<file path="config.mk">
export PLATFORM = sky130hd
export DESIGN_NAME = param_counter_hex_flat
export DESIGN_NICKNAME = d
export VERILOG_FILES = /design/src/rtl/counter_pkg.sv /design/src/rtl/param_counter_hex_if.sv /design/src/rtl/param_counter_hex_seg7.sv /design/src/rtl/param_counter_hex.sv /design/src/flat_wrapper.sv
export SDC_FILE = /design/constraint.sdc
export NUM_CORES = 1
export LEC_CHECK = 0
export BUFFER_PORTS_ARGS = -buffer_cell sky130_fd_sc_hd__buf_2
export CORE_MARGIN = 1
export CORE_UTILIZATION = 50
export CTS_BUF_LIST = sky130_fd_sc_hd__clkbuf_8
export DETAILED_ROUTE_END_ITERATION = 8
export GPL_ROUTABILITY_DRIVEN = 1
export HOLD_SLACK_MARGIN = 0.15
export PLACE_DENSITY = 0.76
export SYNTH_ARGS = -nofsm -noshare
export SYNTH_HDL_FRONTEND = slang
export SYNTH_HIERARCHICAL = 1
export SYNTH_SLANG_ARGS = --single-unit
export TNS_END_PERCENT = 50
</file>
<file path="constraint.sdc">
create_clock -name clock -period 1.88 [get_ports clock]
set_input_delay 0.094 -clock clock [delete_from_list [all_inputs] [get_ports clock]]
set_output_delay 0.094 -clock clock [all_outputs]
set_load 0.005 [all_outputs]
</file>
<file path="src/rtl/counter_pkg.sv">
// Shared types and glyph constants for the hex counter and its 7-segment decoder.
// Glyphs are active-low: bit0 = seg a .. bit6 = seg g.
package counter_pkg;

  typedef logic [6:0] seg7_t;

  localparam seg7_t SEG_0 = 7'b1000000;
  localparam seg7_t SEG_1 = 7'b1111001;
  localparam seg7_t SEG_2 = 7'b0100100;
  localparam seg7_t SEG_3 = 7'b0110000;
  localparam seg7_t SEG_4 = 7'b0011001;
  localparam seg7_t SEG_5 = 7'b0010010;
  localparam seg7_t SEG_6 = 7'b0000010;
  localparam seg7_t SEG_7 = 7'b1111000;
  localparam seg7_t SEG_8 = 7'b0000000;
  localparam seg7_t SEG_9 = 7'b0010000;
  localparam seg7_t SEG_A = 7'b0001000;
  localparam seg7_t SEG_B = 7'b0000011;
  localparam seg7_t SEG_C = 7'b1000110;
  localparam seg7_t SEG_D = 7'b0100001;
  localparam seg7_t SEG_E = 7'b0000110;
  localparam seg7_t SEG_F = 7'b0001110;

  // Width must split evenly into display nibbles.
  function automatic bit is_mult4(input int width);
    return (width % 4) == 0;
  endfunction

endpackage

</file>
<file path="src/rtl/param_counter_hex_if.sv">
// Control/status bundle between the board inputs and the hex counter.
// master = whoever drives the controls, slave = the counter itself.
interface param_counter_hex_if #(
  parameter int WIDTH = 8
);
  localparam int NUM_DIGITS = WIDTH / 4;

  logic                      enable;
  logic                      up_down;
  logic                      load;
  logic [WIDTH-1:0]          load_value;
  logic [WIDTH-1:0]          count;
  logic                      tc;
  logic [7*NUM_DIGITS-1:0]   hex;

  modport master (
    output enable, up_down, load, load_value,
    input  count, tc, hex
  );

  modport slave (
    input  enable, up_down, load, load_value,
    output count, tc, hex
  );

endinterface

</file>
<file path="src/rtl/param_counter_hex_seg7.sv">
// Combinational nibble -> active-low 7-segment glyph (full hex 0-F).
module hex_to_seg7
  import counter_pkg::*;
(
  input  logic [3:0] nibble,
  output seg7_t      seg
);

  always_comb begin
    seg = SEG_0;
    case (nibble)
      4'h0: seg = SEG_0;
      4'h1: seg = SEG_1;
      4'h2: seg = SEG_2;
      4'h3: seg = SEG_3;
      4'h4: seg = SEG_4;
      4'h5: seg = SEG_5;
      4'h6: seg = SEG_6;
      4'h7: seg = SEG_7;
      4'h8: seg = SEG_8;
      4'h9: seg = SEG_9;
      4'hA: seg = SEG_A;
      4'hB: seg = SEG_B;
      4'hC: seg = SEG_C;
      4'hD: seg = SEG_D;
      4'hE: seg = SEG_E;
      4'hF: seg = SEG_F;
      default: seg = SEG_0;
    endcase
  end

endmodule

</file>
<file path="src/rtl/param_counter_hex.sv">
// Modulus up/down counter with clamped parallel load, terminal-count pulse and
// registered hex display. Define COUNTER_SATURATE_EN to hold at the limits instead of wrapping.
module param_counter_hex
  import counter_pkg::*;
#(
  parameter int WIDTH   = 8,
  parameter int MODULUS = 2**WIDTH
)(
  input  logic                 clock,
  input  logic                 reset,
  param_counter_hex_if.slave   bus
);

  localparam int NUM_DIGITS = WIDTH / 4;

  if (!is_mult4(WIDTH) || WIDTH < 4 || WIDTH > 24) begin : g_bad_width
    $error("param_counter_hex: WIDTH must be a multiple of 4 in 4..24");
  end
  if (MODULUS < 2 || MODULUS > 2**WIDTH) begin : g_bad_modulus
    $error("param_counter_hex: MODULUS must be in 2..2**WIDTH");
  end

  // One extra bit so MODULUS == 2**WIDTH is representable in the clamp compare.
  localparam logic [WIDTH:0]   MOD_EXT = MODULUS[WIDTH:0];
  localparam logic [WIDTH-1:0] MAX_CNT = WIDTH'(MODULUS - 1);

  logic [WIDTH-1:0]            count_q, count_d;
  logic                        tc_q, tc_d;
  seg7_t [NUM_DIGITS-1:0]      seg_d, seg_q;
  logic                        at_max, at_zero;

  assign at_max  = (count_q == MAX_CNT);
  assign at_zero = (count_q == '0);

  always_comb begin
    count_d = count_q;
    tc_d    = 1'b0;
    if (bus.load) begin
      count_d = ({1'b0, bus.load_value} >= MOD_EXT) ? MAX_CNT : bus.load_value;
    end else if (bus.enable) begin
      if (bus.up_down) begin
        if (at_max) begin
          tc_d = 1'b1;
`ifdef COUNTER_SATURATE_EN
          count_d = MAX_CNT;
`else
          count_d = '0;
`endif
        end else begin
          count_d = count_q + WIDTH'(1);
        end
      end else begin
        if (at_zero) begin
          tc_d = 1'b1;
`ifdef COUNTER_SATURATE_EN
          count_d = '0;
`else
          count_d = MAX_CNT;
`endif
        end else begin
          count_d = count_q - WIDTH'(1);
        end
      end
    end
  end

  // Decoders look at the registered count, so the display trails count by one edge.
  for (genvar g = 0; g < NUM_DIGITS; g++) begin : g_digit
    hex_to_seg7 u_dec (
      .nibble (count_q[4*g +: 4]),
      .seg    (seg_d[g])
    );
  end

  always_ff @(posedge clock) begin
    if (reset) begin
      count_q <= '0;
      tc_q    <= 1'b0;
      seg_q   <= {NUM_DIGITS{SEG_0}};
    end else begin
      count_q <= count_d;
      tc_q    <= tc_d;
      seg_q   <= seg_d;
    end
  end

  assign bus.count = count_q;
  assign bus.tc    = tc_q;
  assign bus.hex   = seg_q;

endmodule

</file>
<file path="src/flat_wrapper.sv">
// flat-port wrapper written by rule: the top's interface ports become plain ports
module param_counter_hex_flat import counter_pkg::*;
#(
  parameter int WIDTH   = 8,
  parameter int MODULUS = 2**WIDTH
)
  (clock, reset, bus_enable, bus_up_down, bus_load, bus_load_value, bus_count, bus_tc, bus_hex);
  param_counter_hex_if #(.WIDTH(WIDTH)) bus_i ();
  input  logic clock;
  input  logic reset;
  input wire logic [$bits(bus_i.enable)-1:0] bus_enable;
  input wire logic [$bits(bus_i.up_down)-1:0] bus_up_down;
  input wire logic [$bits(bus_i.load)-1:0] bus_load;
  input wire logic [$bits(bus_i.load_value)-1:0] bus_load_value;
  output wire logic [$bits(bus_i.count)-1:0] bus_count;
  output wire logic [$bits(bus_i.tc)-1:0] bus_tc;
  output wire logic [$bits(bus_i.hex)-1:0] bus_hex;
  assign bus_i.enable = bus_enable;
  assign bus_i.up_down = bus_up_down;
  assign bus_i.load = bus_load;
  assign bus_i.load_value = bus_load_value;
  assign bus_count = bus_i.count;
  assign bus_tc = bus_i.tc;
  assign bus_hex = bus_i.hex;
  param_counter_hex #(.WIDTH(WIDTH), .MODULUS(MODULUS)) u_core (.clock(clock), .reset(reset), .bus(bus_i));
endmodule
</file>
* Word-level counts from Yosys, hierarchy flattened
Memories as Yosys holds them, arrays and structs flattened. A register that Yosys moved wholly into a read port is not among the register bits. Cells that the tools add are included.
Cells by class: add/sub/neg operators 2, equality and inequality tests 1, mux-type cells 8, bitwise logic cells 1, reduce and logical (&&, ||, !) cells 3
Operators with widths (count):
- 8-bit 2-to-1 mux | 5
- 8-bit by 1-bit adder with 8-bit output (second input constant) | 1
- 8-bit == test (second input constant) | 1
- 8-bit logical NOT | 1
- 8-bit by 1-bit subtractor with 8-bit output (second input constant) | 1
- 1-bit 2-to-1 mux | 3
- 3-bit OR reduction | 1
- 2-bit nonzero test | 1
- 1-bit inverter | 1
Storage, ports and cells: register bits after elaboration 9, memory bits (read-only) 224, bits of input ports 13, output and inout bits 23, logic and storage cells 19, memories 2
Memories:
- (name not given) | words 16, bits a word 7, rd ports 1, clocked after memory_dff 1, wr ports 0, RTL line param_counter_hex_seg7.sv:11 | case (nibble)
- (name not given) | words 16, bits a word 7, rd ports 1, clocked after memory_dff 1, wr ports 0, RTL line param_counter_hex_seg7.sv:11

* Logic depth before layout (Yosys ltp)
word-level depth 5, gate-level depth with buffers 6, gate-level depth less buffers 6

* By module
The synthesis kept the hierarchy.
Modules (own cells, without submodules):
- param_counter_hex | times used 1, cells each 149, area each 1260.0 um^2, seq. area each 460.4 um^2
- hex_to_seg7 at u_core.g_digit[0].u_dec | times used 1, cells each 32, area each 275.3 um^2, seq. area each 0.0 um^2
- hex_to_seg7 at u_core.g_digit[1].u_dec | times used 1, cells each 33, area each 274.0 um^2, seq. area each 0.0 um^2

* Least setup slack after synthesis
No wires, ideal clock.
kind reg-to-reg, start register u_core.count_q[0] (netlist: u_core/bus.count[0]), end register u_core.count_q[0] (netlist: u_core/bus.count[0]), setup time 58 ps, arrival 1768 ps, required time 1822 ps, path slack 54 ps, stages on the path, launching flop included 7, path buffers 0, clock period less this slack 1826 ps, cells stage by stage dfxtp_1 > inv_1 > ha_1 > or4b_4 > or3_4 > a22oi_2 > o21a_1
On the way: cells in the longest elaborated chain, start to end 5, elaborated cells on any way between the ends 9, classes of those cells 2 x add/sub; 1 x eq/ne; 5 x mux; 1 x reduce/logical
RTL lines:
- start, declared | RTL line param_counter_hex.sv:27 | logic [WIDTH-1:0] count_q, count_d;
- start signal, assigned | RTL line param_counter_hex.sv:81 | count_q <= count_d;
- 8-bit by 1-bit subtractor with 8-bit output, or another cell as far along | RTL line param_counter_hex.sv:61 | count_d = count_q - WIDTH'(1);
- 8-bit 2-to-1 mux, on equally long branches | RTL line param_counter_hex.sv:53, param_counter_hex.sv:42
- 8-bit 2-to-1 mux * | RTL line param_counter_hex.sv:41 | if (bus.up_down) begin
- 8-bit 2-to-1 mux * | RTL line param_counter_hex.sv:40 | end else if (bus.enable) begin
- 8-bit 2-to-1 mux * | RTL line param_counter_hex.sv:38 | if (bus.load) begin
Every way passes the cells marked *; elsewhere a longest branch is shown, timed or not. The select of a mux whose other input is x is not followed. A chain may end at the register's enable or synchronous reset.

* Final worst setup path
Ends and elaborated chain as after synthesis.

==> results.txt <==
The remaining antenna violation count is 0. The analysis attributes to cell leakage a power of 0.000940 uW. The worst path in the final design needs a cycle of 1.82 ns, including I/O delays and setup.

The placed instance count is 291. In the synthesized netlist the dominant register cell turns out to be sky130_fd_sc_hd__dfxtp_1. In this run, synthesis produced a sequential element count of 23.

The cell with the biggest individual delay on the critical path is sky130_fd_sc_hd__or4b_4. STA classifies the critical path endpoint as a flop. The fraction of final layout cells with drive strength greater than 1 came out at 23.9%. The fraction of the yosys area taken by sequential cells came out at 25.4%. The clock drives 23 sinks. After global routing the overflow that remains totals 0. The number of antenna violations at the first check in global routing is 0. The number of placement rows came out at 21. The top cell family by delay on the critical path is simple AND/OR/NAND/NOR gates.

Yosys mapped a number of flops with a built-in enable equal to 0. Entering global routing, the biggest net connects 27 pins. Setup violations remaining at the end of the flow were counted as 0.

The initial standard-cell utilization of the core came out at 53.4%. STA classifies the critical path startpoint as a flop. For the final routed database, the setup TNS stands at 0 ns.

Counting the fill cells in the layout gives 309. The net count of the finished layout is 282. For the worst setup path, the data required time is 2.09 ns. The floorplan die area came out at 3860 um2. The achievable frequency came out at 550 MHz. The area added between synthesis and finish is 17.1%. The net count of the mapped netlist is 244. The number of buffers and inverters on the critical path is 1. The number of distinct library cells after synthesis came out at 52. The buffer depth of the longest clock path came out at 2.

The number of buffers added on ports came out at 35. The number of max-slew violations in the final report came to 0. Once detailed placement completed, the half-perimeter wirelength came to 2.88 mm. The path class of the tightest hold or removal check is primary input to flop. The number of setup buffers added after CTS is 0. The multi-input combinational cells in the finished layout cover a total of 1220 um2. For the final database, setup skew stands at 0.00299 ns. The reported max-cap violation count came out at 0. The signal on the critical path passes through inv_1 > ha_1 > or4b_4 > or3_4 > a22oi_2 > o21a_1.

The number of search-and-repair iterations in the first detailed-routing pass is 4. The worst supply voltage drop on vdd is 250 uV. By count the netlist is led by 23 x sky130_fd_sc_hd__dfxtp_1, 17 x sky130_fd_sc_hd__ha_1, 15 x sky130_fd_sc_hd__nor2_1. The clock slew seen by the registers of the worst setup and hold paths is 0.08 ns. The highest fanout seen on the critical path is 5. The antenna diode count is 0.

The area taken by flip-flops and latches is 462 um2. The DRC violations left came out at 0. At the end of routability-driven placement, the weighted congestion stood at 0.923. The flow ran to the end, and the final reports show no timing, DRC or antenna violations. The number of non-filler instances in the completed layout is 297. The mapped netlist covers 1810 um2. The via count normalized by instance count is 5.67. Dividing the final minimum period by the clock period gives 96.8%.

The violation count after the first detailed-route iteration is 83. The final number of hold-violating endpoints came to 0. The wire length of the first global-routing pass came out at 6.96 mm. The count of cells along the worst register-to-register path is 6.

The worst-skew pair later-pin latency is 0.26 ns. The startpoint identified for the worst register-to-register timing path is u_core/bus.count[0]$_SDFFE_PP0P_. The overall fraction of global-route tracks in use came out at 21.9%. In this run the critical register-to-register path is captured at u_core/bus.count[0]$_SDFFE_PP0P_. The pin slew with the least headroom to its limit came out at 0.448 ns. In the synthesized netlist the async set-or-reset flop fraction comes to 0%. Clock tree synthesis inserted a total of 3 buffers.

The chip height is 62.2 um. CTS placed an instance of sky130_fd_sc_hd__clkbuf_8 at the clock tree root. The worst-case register-to-register setup slack is 0.06 ns.

The count of vias placed by the detailed router came out at 1,683. The worst setup slack before clock tree synthesis came out at 0.0644 ns. Setup slack on the critical path of the routed design comes to 0.0604 ns. The most common cell in the synthesized netlist is sky130_fd_sc_hd__dfxtp_1. The warning count from the yosys run is 6. Of all cell types, the one taking the most synthesized area is sky130_fd_sc_hd__dfxtp_1.

The final core area utilization came out at 62.5%. In this run the most critical hold path is launched from bus_load_value[5]. The most critical setup path has its startpoint at u_core/bus.count[0]$_SDFFE_PP0P_.

At the worst endpoint, the arrival time is 2.02 ns. CTS built an H-tree with a depth of 1. In this run the tightest slew margin relative to its limit is 70.2%.

The I/O pin total came out at 36. The routed length per placed instance is 13.8 um. The worst stage delay on the critical path is 0.51 ns. By area the synthesized netlist is led by sky130_fd_sc_hd__dfxtp_1 25%, sky130_fd_sc_hd__ha_1 12%, sky130_fd_sc_hd__mux2i_1 5.0%. The core area came out at 3390 um2. The critical path ends at u_core/bus.count[0]$_SDFFE_PP0P_. The number of global-route vias before repair is 1,540. A synthesized cell averages 8.45 um2. The power density over the cells came out at 638 nW/um2. TritonCTS built the clock tree. Synthesis handed over a netlist of 214 instances. From left edge to right edge, the die measures 62.2 um. The worst hold slack is 0.157 ns.

The classification of the worst setup path is flop to flop. The final wirelength is 4.09 mm. The total stage count of the critical path came out at 6. The share of Yosys cell area claimed by the top area cell type came out at 25.4%.
==> stage by stage <==
step	cell area [um2]	total power [uW]
after floorplan	1810	907
after global routing	2120	1460
after CTS	2120	1350
final	2120	1350
after detailed placement	2050	1050
after global placement	2050	1040
==> report_power, final <==
part | switching, uW | internal (uW)
sequential | 30.4 | 532
combinational | 255 | 236
clock | 152 | 145
==> layout by cell type (no fill, tap or decap), drive strengths merged, types with 6 or more instances in the layout <==
cell	n
buf	45
dfxtp	23
ha	17
inv	15
nor2	15
nor2b	14
nand2	12
a21oi	9
mux2i	9
o21ai	9
nand2b	6
nand3	6
==> worst register-to-register path, delay by kind of cell, from the launching register on <==
kind	cells	cell delay, ns
AOI/OAI and AO/OA	2	0.26
DFF	1	0.34
and+or+nand+nor	2	0.90
buffers and inverters	1	0.09
adders and majority gates	1	0.17
==> flip-flops by register name (all words and copies together), names as in the netlist <==
signal,cells
u_core/bus.count,8
u_core/bus.tc,1
u_core/bus.hex,14
==> kinds of logic after synthesis <==
group           synth area share, %
mux                            9.96
xor+xnor                      0.484
buf+inv                        7.26
flops                          25.4
compound gates                 20.1
fa+ha+maj                      11.8
simple gates                   25.0
==> layout make-up <==
class                   count  share of cell area (%)
repair buffers             47                    13.3
multi-input cells         163                    57.5
well taps                  46                    2.72
clock buffers               3                    1.95
inverters                  14                    2.48
flip-flops and latches     23                    21.8
clock inverters             1                   0.177
==> worst min-delay path by stage <==
stage	endpoint	slack [ns]	cells past startpoint
2_1_floorplan	u_core/bus.count[2]$_SDFFE_PP0P_	0.24	2
3_3_place_gp	u_core/bus.count[2]$_SDFFE_PP0P_	0.33	3
3_5_place_dp	u_core/bus.count[2]$_SDFFE_PP0P_	0.34	3
4_1_cts	u_core/bus.count[5]$_SDFFE_PP0P_	0.16	3
5_1_grt	u_core/bus.count[5]$_SDFFE_PP0P_	0.17	3
6_report	u_core/bus.count[5]$_SDFFE_PP0P_	0.16	3
==> per-layer routing <==
metal | vias up | wire [um] | global-route usage, %
met5 | - | 0 | 0
met4 | 0 | 21 | 4.36
met3 | 2 | 178 | 2.76
met2 | 52 | 2010 | 40.0
met1 | 788 | 1880 | 27.3
li1 | 841 | - | -
==> timing repair <==
item / 4_1_cts / 5_1_grt
hold endpoints to repair: 2 / 0
hold buffers: 2 / 0
endpoints found under the setup margin: 0 / 2
gates resized for setup: 0 / 2
Power figures use the tool's default switching activity.
